File: src/rtl/enemy_wave_sequencer_pkg.sv
// Shared types and constants for the enemy wave sequencer and its cursor.
package enemy_wave_sequencer_pkg;

   typedef enum logic [2:0] {
      S_IDLE  = 3'd0,
      S_SCAN  = 3'd1,
      S_ISSUE = 3'd2,
      S_WAIT  = 3'd3,
      S_DONE  = 3'd4
   } state_t;

   localparam int SPRITE_W      = 28;
   localparam int SPRITE_H      = 20;
   localparam int SPRITE_PIXELS = 560;
   localparam int X_W           = 9;
   localparam int Y_W           = 8;

   // Counter width for n states, never below one bit.
   function automatic int cnt_w(input int n);
      return (n > 1) ? $clog2(n) : 1;
   endfunction

endpackage

File: src/rtl/enemy_wave_cursor.sv
// Formation cursor: row/col position, flat index and running pixel offsets.
module enemy_wave_cursor
   import enemy_wave_sequencer_pkg::*;
#(
   parameter int ROWS      = 3,
   parameter int COLS      = 8,
   parameter int X_SPACING = 32,
   parameter int Y_SPACING = 24
) (
   input  logic                          clk,
   input  logic                          reset,
   input  logic                          clear,
   input  logic                          advance,
   output logic [cnt_w(ROWS*COLS)-1:0]   idx,
   output logic [X_W-1:0]                x_off,
   output logic [Y_W-1:0]                y_off,
   output logic                          last
);

   localparam int RW = cnt_w(ROWS);
   localparam int CW = cnt_w(COLS);
   localparam int IW = cnt_w(ROWS*COLS);
   localparam logic [X_W-1:0] X_STEP   = X_W'(X_SPACING);
   localparam logic [Y_W-1:0] Y_STEP   = Y_W'(Y_SPACING);
   localparam logic [RW-1:0]  ROW_LAST = RW'(ROWS-1);
   localparam logic [CW-1:0]  COL_LAST = CW'(COLS-1);

   logic [RW-1:0] row;
   logic [CW-1:0] col;

   // Offsets track col*X_SPACING and row*Y_SPACING so no multiplier is needed.
   always_ff @(posedge clk) begin
      if (reset || clear) begin
         row   <= '0;
         col   <= '0;
         idx   <= '0;
         x_off <= '0;
         y_off <= '0;
      end else if (advance) begin
         idx <= idx + IW'(1);
         if (col == COL_LAST) begin
            col   <= '0;
            x_off <= '0;
            row   <= row + RW'(1);
            y_off <= y_off + Y_STEP;
         end else begin
            col   <= col + CW'(1);
            x_off <= x_off + X_STEP;
         end
      end
   end

   assign last = (row == ROW_LAST) && (col == COL_LAST);

endmodule

File: src/rtl/enemy_wave_sequencer.sv
// Walks the enemy formation once per frame tick, handing each live enemy to the drawer.
module enemy_wave_sequencer
   import enemy_wave_sequencer_pkg::*;
#(
   parameter int ROWS      = 3,
   parameter int COLS      = 8,
   parameter int X_SPACING = 32,
   parameter int Y_SPACING = 24
) (
   input  logic                 clk,
   input  logic                 reset,
   input  logic                 start,
   input  logic [8:0]           base_x,
   input  logic [7:0]           base_y,
   input  logic [ROWS*COLS-1:0] alive,
   input  logic                 draw_done,
   output logic                 draw_en,
   output logic [8:0]           x_pos,
   output logic [7:0]           y_pos,
   output logic                 busy,
   output logic                 frame_done
);

   localparam int IW = cnt_w(ROWS*COLS);

   state_t               state, nxt;
   logic [ROWS*COLS-1:0] alive_q;
   logic [X_W-1:0]       bx_q, x_off;
   logic [Y_W-1:0]       by_q, y_off;
   logic [IW-1:0]        idx;
   logic                 last, advance, clear, hit;

   enemy_wave_cursor #(
      .ROWS(ROWS), .COLS(COLS), .X_SPACING(X_SPACING), .Y_SPACING(Y_SPACING)
   ) u_cursor (
      .clk(clk), .reset(reset), .clear(clear), .advance(advance),
      .idx(idx), .x_off(x_off), .y_off(y_off), .last(last)
   );

   assign hit = alive_q[idx];

   always_ff @(posedge clk) begin
      if (reset) begin
         state   <= S_IDLE;
         alive_q <= '0;
         bx_q    <= '0;
         by_q    <= '0;
         x_pos   <= '0;
         y_pos   <= '0;
      end else begin
         state <= nxt;
         if (state == S_IDLE && start) begin
            alive_q <= alive;
            bx_q    <= base_x;
            by_q    <= base_y;
         end
         // Positions load once per live enemy and hold through the drawer's WAIT.
         if (state == S_SCAN && hit) begin
            x_pos <= bx_q + x_off;
            y_pos <= by_q + y_off;
         end
      end
   end

   always_comb begin
      nxt        = state;
      advance    = 1'b0;
      clear      = 1'b0;
      draw_en    = 1'b0;
      frame_done = 1'b0;
      busy       = (state != S_IDLE);
      case (state)
         S_IDLE: if (start) begin
            nxt   = S_SCAN;
            clear = 1'b1;
         end
         S_SCAN: if (hit) begin
            nxt = S_ISSUE;
         end else begin
            advance = 1'b1;
            nxt     = last ? S_DONE : S_SCAN;
         end
         S_ISSUE: begin
            draw_en = 1'b1;
            nxt     = S_WAIT;
         end
         S_WAIT: if (draw_done) begin
            advance = 1'b1;
            nxt     = last ? S_DONE : S_SCAN;
         end
         S_DONE: begin
            frame_done = 1'b1;
            nxt        = S_IDLE;
         end
         default: nxt = S_IDLE;
      endcase
   end

endmodule
File: config.mk
export PLATFORM = sky130hd
export DESIGN_NAME = enemy_wave_sequencer
export DESIGN_NICKNAME = d
export VERILOG_FILES = /design/src/rtl/enemy_wave_sequencer_pkg.sv /design/src/rtl/enemy_wave_cursor.sv /design/src/rtl/enemy_wave_sequencer.sv
export SDC_FILE = /design/constraint.sdc
export NUM_CORES = 1
export LEC_CHECK = 0
export CORE_ASPECT_RATIO = 1.1
export CORE_MARGIN = 4
export CORE_UTILIZATION = 52
export CTS_CLUSTER_DIAMETER = 60
export DETAILED_ROUTE_END_ITERATION = 10
export DONT_BUFFER_PORTS = 1
export PLACE_DENSITY = 0.73
export SLEW_MARGIN = 40
export SYNTH_ARGS = -nofsm -noshare
export SYNTH_HDL_FRONTEND = slang
export SYNTH_HIERARCHICAL = 1
export SYNTH_SLANG_ARGS = --single-unit
File: constraint.sdc
create_clock -name clk -period 4.8 [get_ports clk]
set_clock_uncertainty 0.2 [all_clocks]
set_input_delay 0.96 -clock clk [delete_from_list [all_inputs] [get_ports clk]]
set_output_delay 0.96 -clock clk [all_outputs]
set_load 0.02 [all_outputs]
==> impl_results.md <==
- Syn Inst Count: 447
- Worst-Margin Slew: 682.8 ps
- Flop pwr share: 0.500
- CTS tree: done
- I/O Buffers: 0
- Worst rel slew slack: 0.5438
- Core Box Area: 7167 um2
- Synth cell types: 50
- Synth top cells by count: 92 x nand2_1, 80 x dfxtp_1, 49 x a21oi_1
- Part of the Yosys area used for sequential elements: 0.4089
- Cell area power density: 348.2 nW/um2
- GRT Overall Usage: 0.1794
- Gpl congestion: 0.8334
- Post-synthesis simple-gate area fraction: 0.2048
- Switching Share: 0.2569
- Largest family of logic cells by synthesized area: simple AND/OR/NAND/NOR gates
- Combinational share of power: 0.110
- Total power: 1.439 mW
- Max Transition Viols Final: 0
- Clock share of power: 0.390
- First-pass GRT wire length: 13.10 mm
- Die Ht: 99.02 um
- Hold_buf cts: 0
- Placed Area: 3906 um2
- Skew-Pair Late Insertion Delay: 350 ps
- Largest net degree at the start of global routing: 63
- Yosys warning total: 6
- # rows: 32
- Dpl hpwl: 5.389 mm
- Startpoint type of the worst setup path: flip-flop
- Io pins: 65
- DRT antenna net count: 0
- Main flop type after synthesis: dfxtp_1
- Final core area utilization: 0.5768
- Final Hold Viols: 0
- Post-synthesis mux area share: 0.09042
- Layout cell share with drive strength beyond 1: 0.06532
- Critical path class: reg -> reg
- Initial DRC count: 91
- Non-filler cells, final: 529
- Dpl cells: 513
- Root Buffer: clkbuf_8
- Leakage power: 1.696 nW
- H-tree levels: 3
- Top post-synthesis cells by area: dfxtp_1 41%, nand2_1 8.8%, ha_1 6.7%
- XOR/XNOR share of the synthesized area: 0.05367
- HP Class: reg -> reg
- Final Worst Setup Slack: 1836 ps
- Critical Path RT: 4880 ps
- Starting Density: 0.5464
- GR Overflow Total: 0
- DR vias/cell: 5.446
- Clock Sinks: 80
- PostCTS Resize Cnt: 0
- Via count: 2881
- Element type at the critical path end: flip-flop
- Outcome: finished clean
- Post-DR wirelength/cell: 14.36 um
- Post-synth top area cell: dfxtp_1
- Tcrit/Tclk final: 0.6176
- Share of the synthesized area in the top cell type: 0.4089
- Clock Tree Buf Depth: 2
- Initial antenna violation count: 0
- Adder and majority gate portion of the synthesized area: 0.07732
- # fillers: 671
- Most common cell in the synthesized netlist: nand2_1
- Number of global-route vias before repair: 2845
- Setup Buffers After CTS: 0
- Compound-Gate Fraction of Synth Area: 0.1102
- Antenna cells: 0
- Final WL: 7.594 mm
- Net Sw Power: 0.3697 mW
- Fin nets: 507
- FFs w/ async S/R, synth: 0
- Number of synthesized flops with an enable pin: 0
- Worst Path Arrival: 3050 ps
- P&R area growth vs syn: 5.559%
- Setup TNS: 0 ps
- Design area: 4134 um2
- DR pass1 iterations: 4
- Die X: 90.75 um
- DRC viols: 0
- Number of max-cap violations: 0
- Max IR drop VDD: 0.0001924 V
- Synthesized flop and latch total: 80
- RSZ-0062 raised after global routing: false
- Mapped Avg Cell Area: 8.761 um2
- Reg area: 1602 um2
- Multi-input gate area: 2131 um2
- Synth Cell Area: 3916 um2
- Setup Slack @ Placement: 1832 ps
- Reg clk slew, reported paths: 80 ps
- Fin crit period: 2964 ps
- Max Clk Rate: 337.3 MHz
- Fin Hold WS: 249.6 ps
- Num CTS Buffers: 9
- Count of final setup violators: 0
- Pint: 1.070 mW
- Total die area: 8986 um2
- Worst Path Max Fanout: 16
-- sequential cells by signal, summed over array words and instances (netlist names) --
signal	cells
x_pos	9
state	3
alive_q	24
u_cursor/y_off	5
y_pos	8
u_cursor/col	3
u_cursor/x_off	4
u_cursor/idx	5
bx_q	9
u_cursor/row	2
by_q	8
-- worst max-delay path, cell delays in order, from the launching register on --
cell and delay [ps]:
dfxtp_1 560, mux4_1 590, mux2i_1 270, mux2i_1 140
o2bb2ai_2 160, nor2_1 100, buf_4 230, nand3_1 140
or3_1 370, a21oi_1 140
-- per-layer routing --
| layer | track usage | share of wire |
|---|---|---|
| met5 | 0 | 0 |
| met4 | 0.05889 | 0.013 |
| met3 | 0.05573 | 0.057 |
| met2 | 0.3046 | 0.48 |
| met1 | 0.2160 | 0.45 |
-- worst paths after layout --
kind                                                   start                        endpoint  slack (ps)  cells after the start
worst max-delay path            u_cursor/idx[1]$_SDFFE_PP0P_  u_cursor/y_off[7]$_SDFFE_PP0P_        1840                      9
worst min-delay path                alive_q[11]$_SDFFE_PP0P_        alive_q[11]$_SDFFE_PP0P_         250                      2
worst max register to register  u_cursor/idx[1]$_SDFFE_PP0P_  u_cursor/y_off[7]$_SDFFE_PP0P_        1840                      9
worst min register to register      alive_q[11]$_SDFFE_PP0P_        alive_q[11]$_SDFFE_PP0P_         250                      2
-- cells in the final DEF (no fill, tap or decap), types with 3 or more instances in the layout --
cell and instances:
nand3b_1 3, mux4_1 5, nand2_1 92, mux2i_1 20, dfxtp_1 80, conb_1 8, nor2_1 41, o41ai_1 3
ha_1 21, inv_1 11, nor3b_1 3, o21bai_1 3, nand4_1 3, xor2_1 12, nand3_1 6, o21ai_0 4
xnor2_1 12, buf_4 3, a21oi_1 49, clkbuf_8 10, nor3_1 15
-- power groups by stage --
stage	clock network, mW	logic [mW]	registers (mW)
CTS	0.570	0.158	0.720
global route	0.598	0.182	0.724
global placement	0	0.152	0.735
floorplan	0	0.145	0.728
finish	0.561	0.158	0.720
detailed placement	0	0.156	0.736
-- cell type report --
| class | instances | area share |
|---|---|---|
| clock buffers | 10 | 0.03329 |
| clock inverters | 6 | 0.02179 |
| inverters | 12 | 0.01090 |
| multi-input cells | 333 | 0.5154 |
| flip-flops and latches | 80 | 0.3874 |
| well taps | 85 | 0.02573 |
| repair buffers | 3 | 0.005448 |
-- cell families after synthesis --
kind of cell / count (synthesis)
multiplexers: 26
AND/OR/NAND/NOR: 180
XOR/XNOR: 24
flip-flops: 80
AO/OA/AOI/OAI: 72
buffers and inverters: 41
adder cells (fa/ha/maj): 23
other: 1
Note: power is estimated with default switching activity, not from simulation.
